**src/rtl/regbank_arb_pkg.sv**
```systemverilog
// Shared types and defaults for the register-bank arbiter.
package regbank_arb_pkg;

  typedef enum logic [1:0] {
    IDLE  = 2'd0,
    SERVE = 2'd1,
    DONE  = 2'd2
  } state_t;

  // Master IDs; also the index into the packed req vector.
  localparam logic CORE  = 1'b0;
  localparam logic DEBUG = 1'b1;

  localparam int DATA_W_DEF   = 8;
  localparam int SEL_W_DEF    = 3;
  localparam int MAX_LOCK_DEF = 4;

endpackage

```
**src/rtl/regbank_rr_pick.sv**
```systemverilog
// Two-way round-robin chooser with lock continuation priority.
module regbank_rr_pick
  import regbank_arb_pkg::*;
(
  input  logic [1:0] req,
  input  logic       rr_last,
  input  logic       lock_valid,
  input  logic       lock_owner,
  input  logic       lock_cnt_ok,
  output logic       grant_id,
  output logic       grant_valid
);

  logic lock_hold;

  // Lock holds while the owner still asks, unless its budget is spent and the other master waits.
  assign lock_hold = lock_valid && req[lock_owner] && (lock_cnt_ok || !req[~lock_owner]);

  // Lock first, then alternate on a tie, else whoever is asking.
  always_comb begin
    grant_valid = |req;
    if (lock_hold)     grant_id = lock_owner;
    else if (&req)     grant_id = ~rr_last;
    else               grant_id = req[DEBUG];
  end

endmodule

```
**src/rtl/regbank_arbiter.sv**
```systemverilog
// Arbiter between core and debug masters for single register-bank accesses.
module regbank_arbiter
  import regbank_arb_pkg::*;
#(
  parameter int DATA_W   = DATA_W_DEF,
  parameter int SEL_W    = SEL_W_DEF,
  parameter int MAX_LOCK = MAX_LOCK_DEF
) (
  input  logic              clk,
  input  logic              rst_n,
  input  logic              c_req,
  input  logic              c_we,
  input  logic [SEL_W-1:0]  c_rx_sel,
  input  logic [SEL_W-1:0]  c_ry_sel,
  input  logic              c_indirect,
  input  logic              c_lock,
  input  logic [DATA_W-1:0] c_wdata,
  output logic              c_ack,
  output logic [DATA_W-1:0] c_rdata,
  input  logic              d_req,
  input  logic              d_we,
  input  logic [SEL_W-1:0]  d_rx_sel,
  input  logic [SEL_W-1:0]  d_ry_sel,
  input  logic              d_indirect,
  input  logic              d_lock,
  input  logic [DATA_W-1:0] d_wdata,
  output logic              d_ack,
  output logic [DATA_W-1:0] d_rdata,
  output logic              rb_read_en,
  output logic              rb_write_en,
  output logic [SEL_W-1:0]  rb_rx_sel,
  output logic [SEL_W-1:0]  rb_ry_sel,
  output logic              rb_indirect_en,
  output logic [DATA_W-1:0] rb_wdata,
  input  logic [DATA_W-1:0] rb_rdata
);

  localparam int CNT_W = $clog2(MAX_LOCK + 1);

  state_t           state, nxt;
  logic             owner, owner_lock, rr_last;
  logic [CNT_W-1:0] lock_cnt;
  logic             grant_id, grant_valid, lock_cnt_ok, lock_cont;
  logic             o_we;

  assign lock_cnt_ok = lock_cnt < CNT_W'(MAX_LOCK);
  assign o_we        = owner ? d_we : c_we;
  // Same owner with its lock latched can only come from the lock path.
  assign lock_cont   = owner_lock && (grant_id == owner);

  regbank_rr_pick u_pick (
    .req         ({d_req, c_req}),
    .rr_last     (rr_last),
    .lock_valid  (owner_lock),
    .lock_owner  (owner),
    .lock_cnt_ok (lock_cnt_ok),
    .grant_id    (grant_id),
    .grant_valid (grant_valid)
  );

  // State register.
  always_ff @(posedge clk or negedge rst_n) begin
    if (!rst_n) state <= IDLE;
    else        state <= nxt;
  end

  // Fixed IDLE -> SERVE -> DONE cycle; only IDLE waits on requests.
  always_comb begin
    nxt = IDLE;
    case (state)
      IDLE:    nxt = grant_valid ? SERVE : IDLE;
      SERVE:   nxt = DONE;
      default: nxt = IDLE;
    endcase
  end

  // Grant bookkeeping and read-data capture.
  always_ff @(posedge clk or negedge rst_n) begin
    if (!rst_n) begin
      owner      <= CORE;
      owner_lock <= 1'b0;
      rr_last    <= DEBUG;
      lock_cnt   <= '0;
      c_rdata    <= '0;
      d_rdata    <= '0;
    end else begin
      if (state == IDLE && grant_valid) begin
        owner      <= grant_id;
        owner_lock <= grant_id ? d_lock : c_lock;
        rr_last    <= grant_id;
        if (!lock_cont)       lock_cnt <= CNT_W'(1);
        else if (lock_cnt_ok) lock_cnt <= lock_cnt + CNT_W'(1);
      end
      if (state == SERVE && !o_we) begin
        if (owner == DEBUG) d_rdata <= rb_rdata;
        else                c_rdata <= rb_rdata;
      end
    end
  end

  // Bank strobes decode straight from state so reset kills write_en at once.
  always_comb begin
    rb_read_en     = 1'b0;
    rb_write_en    = 1'b0;
    rb_rx_sel      = '0;
    rb_ry_sel      = '0;
    rb_indirect_en = 1'b0;
    rb_wdata       = '0;
    c_ack          = 1'b0;
    d_ack          = 1'b0;
    case (state)
      SERVE: begin
        rb_write_en    = o_we;
        rb_read_en     = !o_we;
        rb_rx_sel      = owner ? d_rx_sel   : c_rx_sel;
        rb_ry_sel      = owner ? d_ry_sel   : c_ry_sel;
        rb_indirect_en = owner ? d_indirect : c_indirect;
        rb_wdata       = owner ? d_wdata    : c_wdata;
      end
      DONE: begin
        c_ack = (owner == CORE);
        d_ack = (owner == DEBUG);
      end
      default: ;
    endcase
  end

endmodule

```
**config.mk**
```make
export PLATFORM = sky130hd
export DESIGN_NAME = regbank_arbiter
export DESIGN_NICKNAME = d
export VERILOG_FILES = /design/src/rtl/regbank_arb_pkg.sv /design/src/rtl/regbank_rr_pick.sv /design/src/rtl/regbank_arbiter.sv
export SDC_FILE = /design/constraint.sdc
export NUM_CORES = 1
export LEC_CHECK = 0
export BUFFER_PORTS_ARGS = -buffer_cell sky130_fd_sc_hd__buf_4
export CORE_MARGIN = 5
export CORE_UTILIZATION = 40
export DETAILED_ROUTE_END_ITERATION = 16
export GPL_TIMING_DRIVEN = 0
export PLACE_DENSITY = 0.82
export SYNTH_ARGS = -nofsm -noshare
export SYNTH_HDL_FRONTEND = slang
export SYNTH_SLANG_ARGS = --single-unit
```
**constraint.sdc**
```tcl
create_clock -name clk -period 1.9 [get_ports clk]
set_clock_uncertainty 0.15 [all_clocks]
set_input_delay 0.095 -clock clk [delete_from_list [all_inputs] [get_ports clk]]
set_output_delay 0.095 -clock clk [all_outputs]
set_load 0.005 [all_outputs]
```
Word-level counts from Yosys, hierarchy flattened
Cells that the tools add are included.

Register bits: 24. Input port bits: 46. Output and inout port bits: 35. Word-level logic and storage cells: 55.

$add $sub $neg: 1. $lt $le $gt $ge: 3. Equality and inequality tests: 4. Mux-type cells: 24. Bitwise logic cells: 2. Reductions and logical operators: 14.

Operators by type and width (count): 2-to-1 mux 3 bit (6); 2-to-1 mux 8 bit (2); 2-to-1 mux 1 bit (15); AND reduction 2 bit (4); logical AND 1 bit (5); less-than comparator 1 x 2 -> 1 bit (second input constant) (2); case mux 2 bit (2 select lines) (1); adder 3 x 1 -> 3 bit (second input constant) (1); less-than comparator 3 bit (second input constant) (1); equality test 2 x 1 -> 1 bit (second input constant) (1); equality test 2 bit (second input constant) (1); logical NOT 1 bit (2); logical NOT 2 bit (1); inequality test 2 x 1 -> 1 bit (second input constant) (1); inverter 1 bit (2); OR reduction 2 bit (1); equality test 1 bit (1); logical OR 1 bit (1).

Logic depth before layout (Yosys ltp)
Gate-level depths: netlist (run 1).

Depth in word-level cells: 11. Mapped depth: 5. Mapped depth without buffers: 5.

By module
A second synthesis (run 1) with hierarchy kept.

Cell total of the unflattened synthesis: 108. Area total of the unflattened synthesis: 1257.5 sq um.

Modules (own cells, without submodules): regbank_arbiter (instances 1, cells an instance 103, area each 1224.9 sq um, seq. area each 601.8 sq um); regbank_rr_pick (instances 1, cells an instance 5, area each 32.5 sq um, seq. area each 0.0 sq um).

Worst setup path before layout (run 1)
No wires, ideal clock.

Kind: register to register. From: register state[1]. To: register d_rdata[0]. Setup time: 0.125 ns. Arrival: 1.354 ns. Data required time: 1.625 ns. Path slack: 0.271 ns. Stages on the path, launching flop included: 5. Buffers on the path: 1. Clock period less this slack: 1.629 ns. Path through: dfrtp_1 nand2b_1 buf_6 nor3b_4 mux2_2.

Longest elaborated chain between the ends: 3.

RTL lines: start, declared (line regbank_arbiter.sv:40) `state_t state, nxt;`; start signal, assigned (line regbank_arbiter.sv:64) `else state <= nxt;`; equality test 2 x 1 -> 1 bit (line regbank_arbiter.sv:94) `if (state == SERVE && !o_we) begin`; logical AND 1 bit (line regbank_arbiter.sv:94); AND reduction 2 bit (no line); end signal, assigned (line regbank_arbiter.sv:95) `if (owner == DEBUG) d_rdata <= rb_rdata;`; end, declared (line regbank_arbiter.sv:28) `output logic [DATA_W-1:0] d_rdata,`.

Every way passes these cells. A chain may end at the register's enable or synchronous reset.

Worst setup path in the final report (run 1)
From: register state[1]. To: output port rb_read_en.

Longest elaborated chain between the ends: 2.

RTL lines: equality test 2 x 1 -> 1 bit (line regbank_arbiter.sv:111) `case (state)`; 2-to-1 mux 1 bit (line regbank_arbiter.sv:111); end, declared (line regbank_arbiter.sv:29) `output logic rb_read_en,`.

Every way passes these cells.

==> impl_metrics.py, run 1 <==
metrics = {
    "drt": {
        "viasPerCell": 4.79,
        "post_drt_wl_per_cell_um": 14.8,
        "final_antenna_net_count": 0,
        "drt_iter0_markers": 28,
        "vias": 1237,
        "route.detailed.drc": 0,
        "wirelength_mm": 3.83,
        "drt_pass1_iterations": 4,
    },
    "worst_setup_path": {
        "cp-start-kind": "flop",
        "cpPeakStageDelay_ns": 0.41,
        "regToRegStartpoint": "state[1]",
        "cp.arrival_ns": 1.55,
        "cp_num_cells": 5,
        "crit_slowest_cell": "dfrtp_1",
        "critical-path-top-delay-family": "simple AND/OR/NAND/NOR gates",
        "crit_start": "state[1]",
        "critPathMaxFanout": 10,
        "r2r_cells": 5,
        "path_cells": "nand2b_1 -> buf_6 -> nor3b_4 -> or2_2 -> buf_4",
        "path_class": "reg2out",
        "crit_buf_inv": 2,
        "crit_path_end_kind": "primary output",
        "crit_required_ns": 1.65,
    },
    "global_route": {
        "overflow": 0,
        "grt_pass1_wl_mm": 6.19,
        "antenna_found_initial": 0,
        "grt_start_max_net_pins": 25,
        "track_usage": 0.183,
        "grt_pass1_vias": 1331,
    },
    "timing": {
        "finalCritPeriodShare": 0.946,
        "setup_viol": 0,
        "rsz0062_at_grt": "false",
        "slew_headroom": 0.685,
        "setup_tns_ns": 0,
        "finalCriticalPeriod_ns": 1.80,
        "max_freq_ghz": 0.556,
        "hold_violations": 0,
        "drv_slew": 0,
        "worst-slew-pin-transition_ns": 0.467,
    },
    "cts": {
        "root_buffer": "clkbuf_4",
        "clkLatencyLatePin_ns": 0.31,
        "numCtsBuffers": 3,
        "htreeDepth": 1,
        "cts_tree": "done",
        "cts_buffer_depth": 2,
        "cts_sinks": 24,
        "clk_pin_slew_worst_paths_ns": 0.12,
    },
    "die": {
        "core_area_mm2": 0.00308,
        "dieArea_mm2": 0.00448,
        "start_util": 0.421,
        "dieWidth_um": 66.9,
        "die_h_um": 66.9,
        "num_rows": 20,
        "io-pin-count": 81,
    },
    "cells_and_area": {
        "final_nets": 262,
        "antennaDiodeCount": 0,
        "drive_above_1_share": 0.537,
        "areaGrowthSynthToFinish_pct": 67.4,
    },
    "pwr": {
        "power.density_mw_per_mm2": 1300,
        "ir_drop_uv": 775,
        "finalPower_mw": 2.82,
        "p_leak_nw": 1.10,
    },
    "placed_design": {
        "io_buffer_count": 80,
        "gp_congestion": 0.737,
        "dpl.hpwl_mm": 2.98,
    },
    "logic_synthesis": {
        "async_flop_share": 1.00,
        "synth-seq-area-share": 0.464,
        "ys.warnings.count": 0,
        "synth.cell_area_mm2": 0.00130,
        "synthTopCellsByArea": "dfrtp_1 44%, mux2i_1 14%, mux2_2 14%",
        "synth_top_area_frac": 0.444,
        "postSynthAreaPerCell_um2": 11.4,
        "ys.flop_type": "dfrtp_1",
        "synth.distinct_cells": 30,
        "synth-edff-count": 0,
        "syn-num-nets": 161,
        "synth_top_cell_by_area": "dfrtp_1",
        "ys_seq_elements": 24,
        "syn_inst": 114,
    },
    "flow_run": {
        "max_cap_viol_count": 0,
    },
    "hold_path": {
        "hold_class": "in2async",
    },
    "run_status": {
        "status": "finished, final reports clean",
    },
}
==> synth_stat cells (all sizes together), types with 2 or more instances <==
master  count
dfrtp      23
a21o        3
nor2       19
a21oi       3
nor3b       2
nand3       2
o21ai       3
nor3        2
inv         2
nand2b      3
mux2i      18
buf         4
mux2       16
nand2       2
==> timing repair <==
item,4_1_cts,5_1_grt
endpoints found under the hold margin,41,0
resized for setup,4,7
buffers inserted,4,1
hold buffers,11,0
setup endpoints to repair,10,10
pin swaps,2,1
==> per-stage QoR <==
stage / worst slack [ns] / cell area (um^2) / std cells / hold WS, ns / utilization
after floorplan: 0.271 / 1300 / 114 / -0.351 / -
after global placement: 0.108 / 1950 / 238 / -0.150 / 0.634
after detailed placement: 0.0587 / 1950 / 238 / -0.142 / 0.634
after CTS: 0.0360 / 2140 / 257 / 0.0434 / 0.696
after global routing: 0.00103 / 2170 / 258 / 0.0454 / 0.705
final: 0.102 / 2170 / 258 / 0.0409 / 0.705
==> cells in the final DEF, fill, tap and decap left out, drive strengths merged, types with 2 or more instances in the layout <==
master / netlist / final
a21o: 3 / 3
a21oi: 3 / 3
buf: 4 / 89
clkbuf: 1 / 5
dfrtp: 23 / 23
dlygate4sd3: 0 / 11
inv: 2 / 2
mux2: 16 / 16
mux2i: 18 / 18
nand2: 2 / 2
nand2b: 3 / 3
nand3: 2 / 2
nor2: 19 / 19
nor3: 2 / 2
nor3b: 2 / 2
o21ai: 3 / 3
==> kinds of logic after synthesis <==
kind of cell / count (synthesis) / synth area share
xor gates and xnor gates: 1 / 0.00676
and+or+nand+nor: 35 / 0.152
adders and majority gates: 1 / 0.00965
DFF: 24 / 0.464
AOI/OAI and AO/OA: 12 / 0.0589
muxes: 34 / 0.278
buffers and inverters: 7 / 0.0309
==> layout make-up <==
class / instances / area [um^2]
Timing Repair Buffer: 96 / 748
Tap cell: 44 / 55.1
Inverter: 2 / 7.51
Multi-Input combinational cell: 83 / 658
Buffer: 5 / 62.6
Clock buffer: 4 / 36.3
Sequential cell: 24 / 602
Fill cell: 241 / 908
==> final timing paths <==
kind | end | slack, ns
min in group clk | lock_cnt[2] | 0.08
max | rb_read_en | 0.10
max in group asynchronous | rr_last | 1.28
min reg2reg | lock_cnt[0] | 0.35
min | d_rdata[6] | 0.04
max reg2reg | d_rdata[0] | 0.13
==> sequential cells by signal, summed over array words and instances, names as in the netlist <==
register	count
c_rdata	8
d_rdata	8
lock_cnt	3
state	2
owner	1
owner_lock	1
rr_last	1
==> per-layer routing <==
metal  global-route usage  wire length [um]  up-vias
met1                0.205              1450      575
met3               0.0472               360        8
li1                     -                 -      599
met4               0.0734                75        0
met2                0.327              1940       55
met5                    0                 0        -
==> power breakdown <==
| group | switching (mW) | internal, mW |
|---|---|---|
| registers | 0.162 | 0.763 |
| logic | 0.650 | 0.980 |
| clock network | 0.143 | 0.117 |
No activity file was read; power rests on OpenSTA's default activity.
==> run 2: changes to the inputs <==
Settings changed: CTS_BUF_LIST from default to sky130_fd_sc_hd__clkbuf_8.
==> run 2 against run 1 <==
Worst setup slack better by 0.027 ns. Routed wire length is 0.31% lower. Count of clock-buffer cells in the layout is the same. Die area unchanged. Total power is 0.18% higher. Register-to-register slack about the same. Critical path type is now reg2reg.
==> impl_metrics.py, run 2 (same netlist as run 1, synthesis figures left out) <==
metrics = {
    "run_status": {
        "status": "finished, final reports clean",
    },
    "worst_setup_path": {
        "cpPeakStageDelay_ns": 0.40,
        "crit_buf_inv": 2,
        "critical-path-top-delay-family": "simple AND/OR/NAND/NOR gates",
        "cp.arrival_ns": 1.77,
        "crit_path_end_kind": "flop",
        "path_cells": "nand2b_1 -> buf_6 -> nor3b_4 -> buf_4 -> mux2_2",
        "worst_r2r_endpoint": "d_rdata[1]",
        "cp-start-kind": "flop",
        "critPathMaxFanout": 10,
        "ff2ff_setup_slack_ns": 0.13,
        "cp_num_cells": 5,
        "path_class": "reg2reg",
        "r2r_cells": 5,
        "regToRegStartpoint": "state[1]",
        "crit_required_ns": 1.90,
        "crit_slowest_cell": "dfrtp_1",
    },
    "pwr": {
        "power.density_mw_per_mm2": 1310,
        "p_leak_nw": 1.10,
        "ir_drop_uv": 929,
        "finalPower_mw": 2.82,
    },
    "drt": {
        "drt_iter0_markers": 38,
        "wirelength_mm": 3.82,
        "route.detailed.drc": 0,
        "drt_pass1_iterations": 4,
        "vias": 1235,
        "final_antenna_net_count": 0,
        "viasPerCell": 4.81,
        "post_drt_wl_per_cell_um": 14.9,
    },
    "cts": {
        "root_buffer": "clkbuf_8",
        "numCtsBuffers": 3,
        "cts_buffer_depth": 2,
        "htreeDepth": 1,
        "clk_pin_slew_worst_paths_ns": 0.08,
        "cts_tree": "done",
        "clkLatencyLatePin_ns": 0.26,
        "cts_sinks": 24,
    },
    "die": {
        "start_util": 0.421,
        "die_h_um": 66.9,
        "io-pin-count": 81,
        "dieWidth_um": 66.9,
        "dieArea_mm2": 0.00448,
        "core_area_mm2": 0.00308,
        "num_rows": 20,
    },
    "global_route": {
        "antenna_found_initial": 0,
        "grt_pass1_vias": 1328,
        "overflow": 0,
        "track_usage": 0.183,
        "grt_pass1_wl_mm": 6.22,
        "grt_start_max_net_pins": 25,
    },
    "timing": {
        "max_freq_ghz": 0.565,
        "slew_headroom": 0.684,
        "rsz0062_at_grt": "false",
        "setup_viol": 0,
        "worst-slew-pin-transition_ns": 0.468,
        "drv_slew": 0,
        "finalCritPeriodShare": 0.932,
        "finalCriticalPeriod_ns": 1.77,
        "hold_violations": 0,
        "finalWorstSetupSlack_ns": 0.130,
        "setup_tns_ns": 0,
    },
    "cells_and_area": {
        "antennaDiodeCount": 0,
        "reg.largest.list": "c_rdata x8, d_rdata x8, lock_cnt x3",
        "final_nets": 261,
        "drive_above_1_share": 0.531,
        "final_common_cell": "buf_4",
        "areaGrowthSynthToFinish_pct": 66.5,
        "design_area_mm2": 0.00216,
        "most-common-layout-cells": "85 x buf_4, 23 x dfrtp_1, 19 x nor2_1",
    },
    "placed_design": {
        "io_buffer_count": 80,
        "gp_congestion": 0.737,
        "dpl_worst_slack_ns": 0.0587,
        "dpl.hpwl_mm": 2.98,
        "place_area_mm2": 0.00195,
    },
    "hold_path": {
        "hold_class": "in2async",
    },
    "flow_run": {
        "max_cap_viol_count": 0,
    },
}
-- run 2: cell types whose count changed in the layout (fill, tap and decap cells not counted) --
cell / delta
buf_2: +1
clkbuf_4: -3
clkbuf_8: +3
mux2i_2: -1
mux2i_1: +1
buf_12: -1
buf_6: -1
-- run 2: layout make-up --
class,instances,area (um^2)
fill,242,920
timing repair buffer,96,748
multi-input combinational,83,654
sequential,24,602
clock buffer,4,55.1
tap,44,55.1
buffer,4,36.3
inverter,2,7.51
-- run 2: power breakdown --
| group | internal [mW] | switching [mW] |
|---|---|---|
| sequential | 0.765 | 0.160 |
| clock | 0.185 | 0.152 |
| combinational | 0.923 | 0.635 |
-- run 2: layer usage --
layer,vias to the layer above,global-route usage,routed length [um]
li1,596,-,-
met1,575,0.211,1470
met2,58,0.324,1930
met3,6,0.0405,362
met4,0,0.0734,59
met5,-,0,0
-- run 2: what timing repair did --
| action | 4_1_cts | 5_1_grt |
|---|---|---|
| buffers inserted | 5 | 0 |
| pin swaps | 2 | 0 |
| hold buffers | 11 | 0 |
| endpoints found under the setup margin | 8 | 10 |
| hold endpoints to repair | 41 | 0 |
| gates resized for setup | 0 | 4 |
-- run 2: stage by stage --
step / cells / hold slack (ns) / utilization
after detailed placement: 238 / -0.142 / 0.634
final: 257 / 0.102 / 0.701
after global routing: 257 / 0.123 / 0.701
after CTS: 257 / 0.105 / 0.698
after floorplan: 114 / -0.351 / -
after global placement: 238 / -0.150 / 0.634
-- run 2: worst max path at each step --
stage | startpoint | end
CTS | owner | rb_indirect_en
finish | state[1] | d_rdata[1]
detailed placement | state[1] | d_rdata[5]
global placement | state[1] | d_rdata[6]
floorplan | state[1] | d_rdata[0]
global route | owner | rb_indirect_en
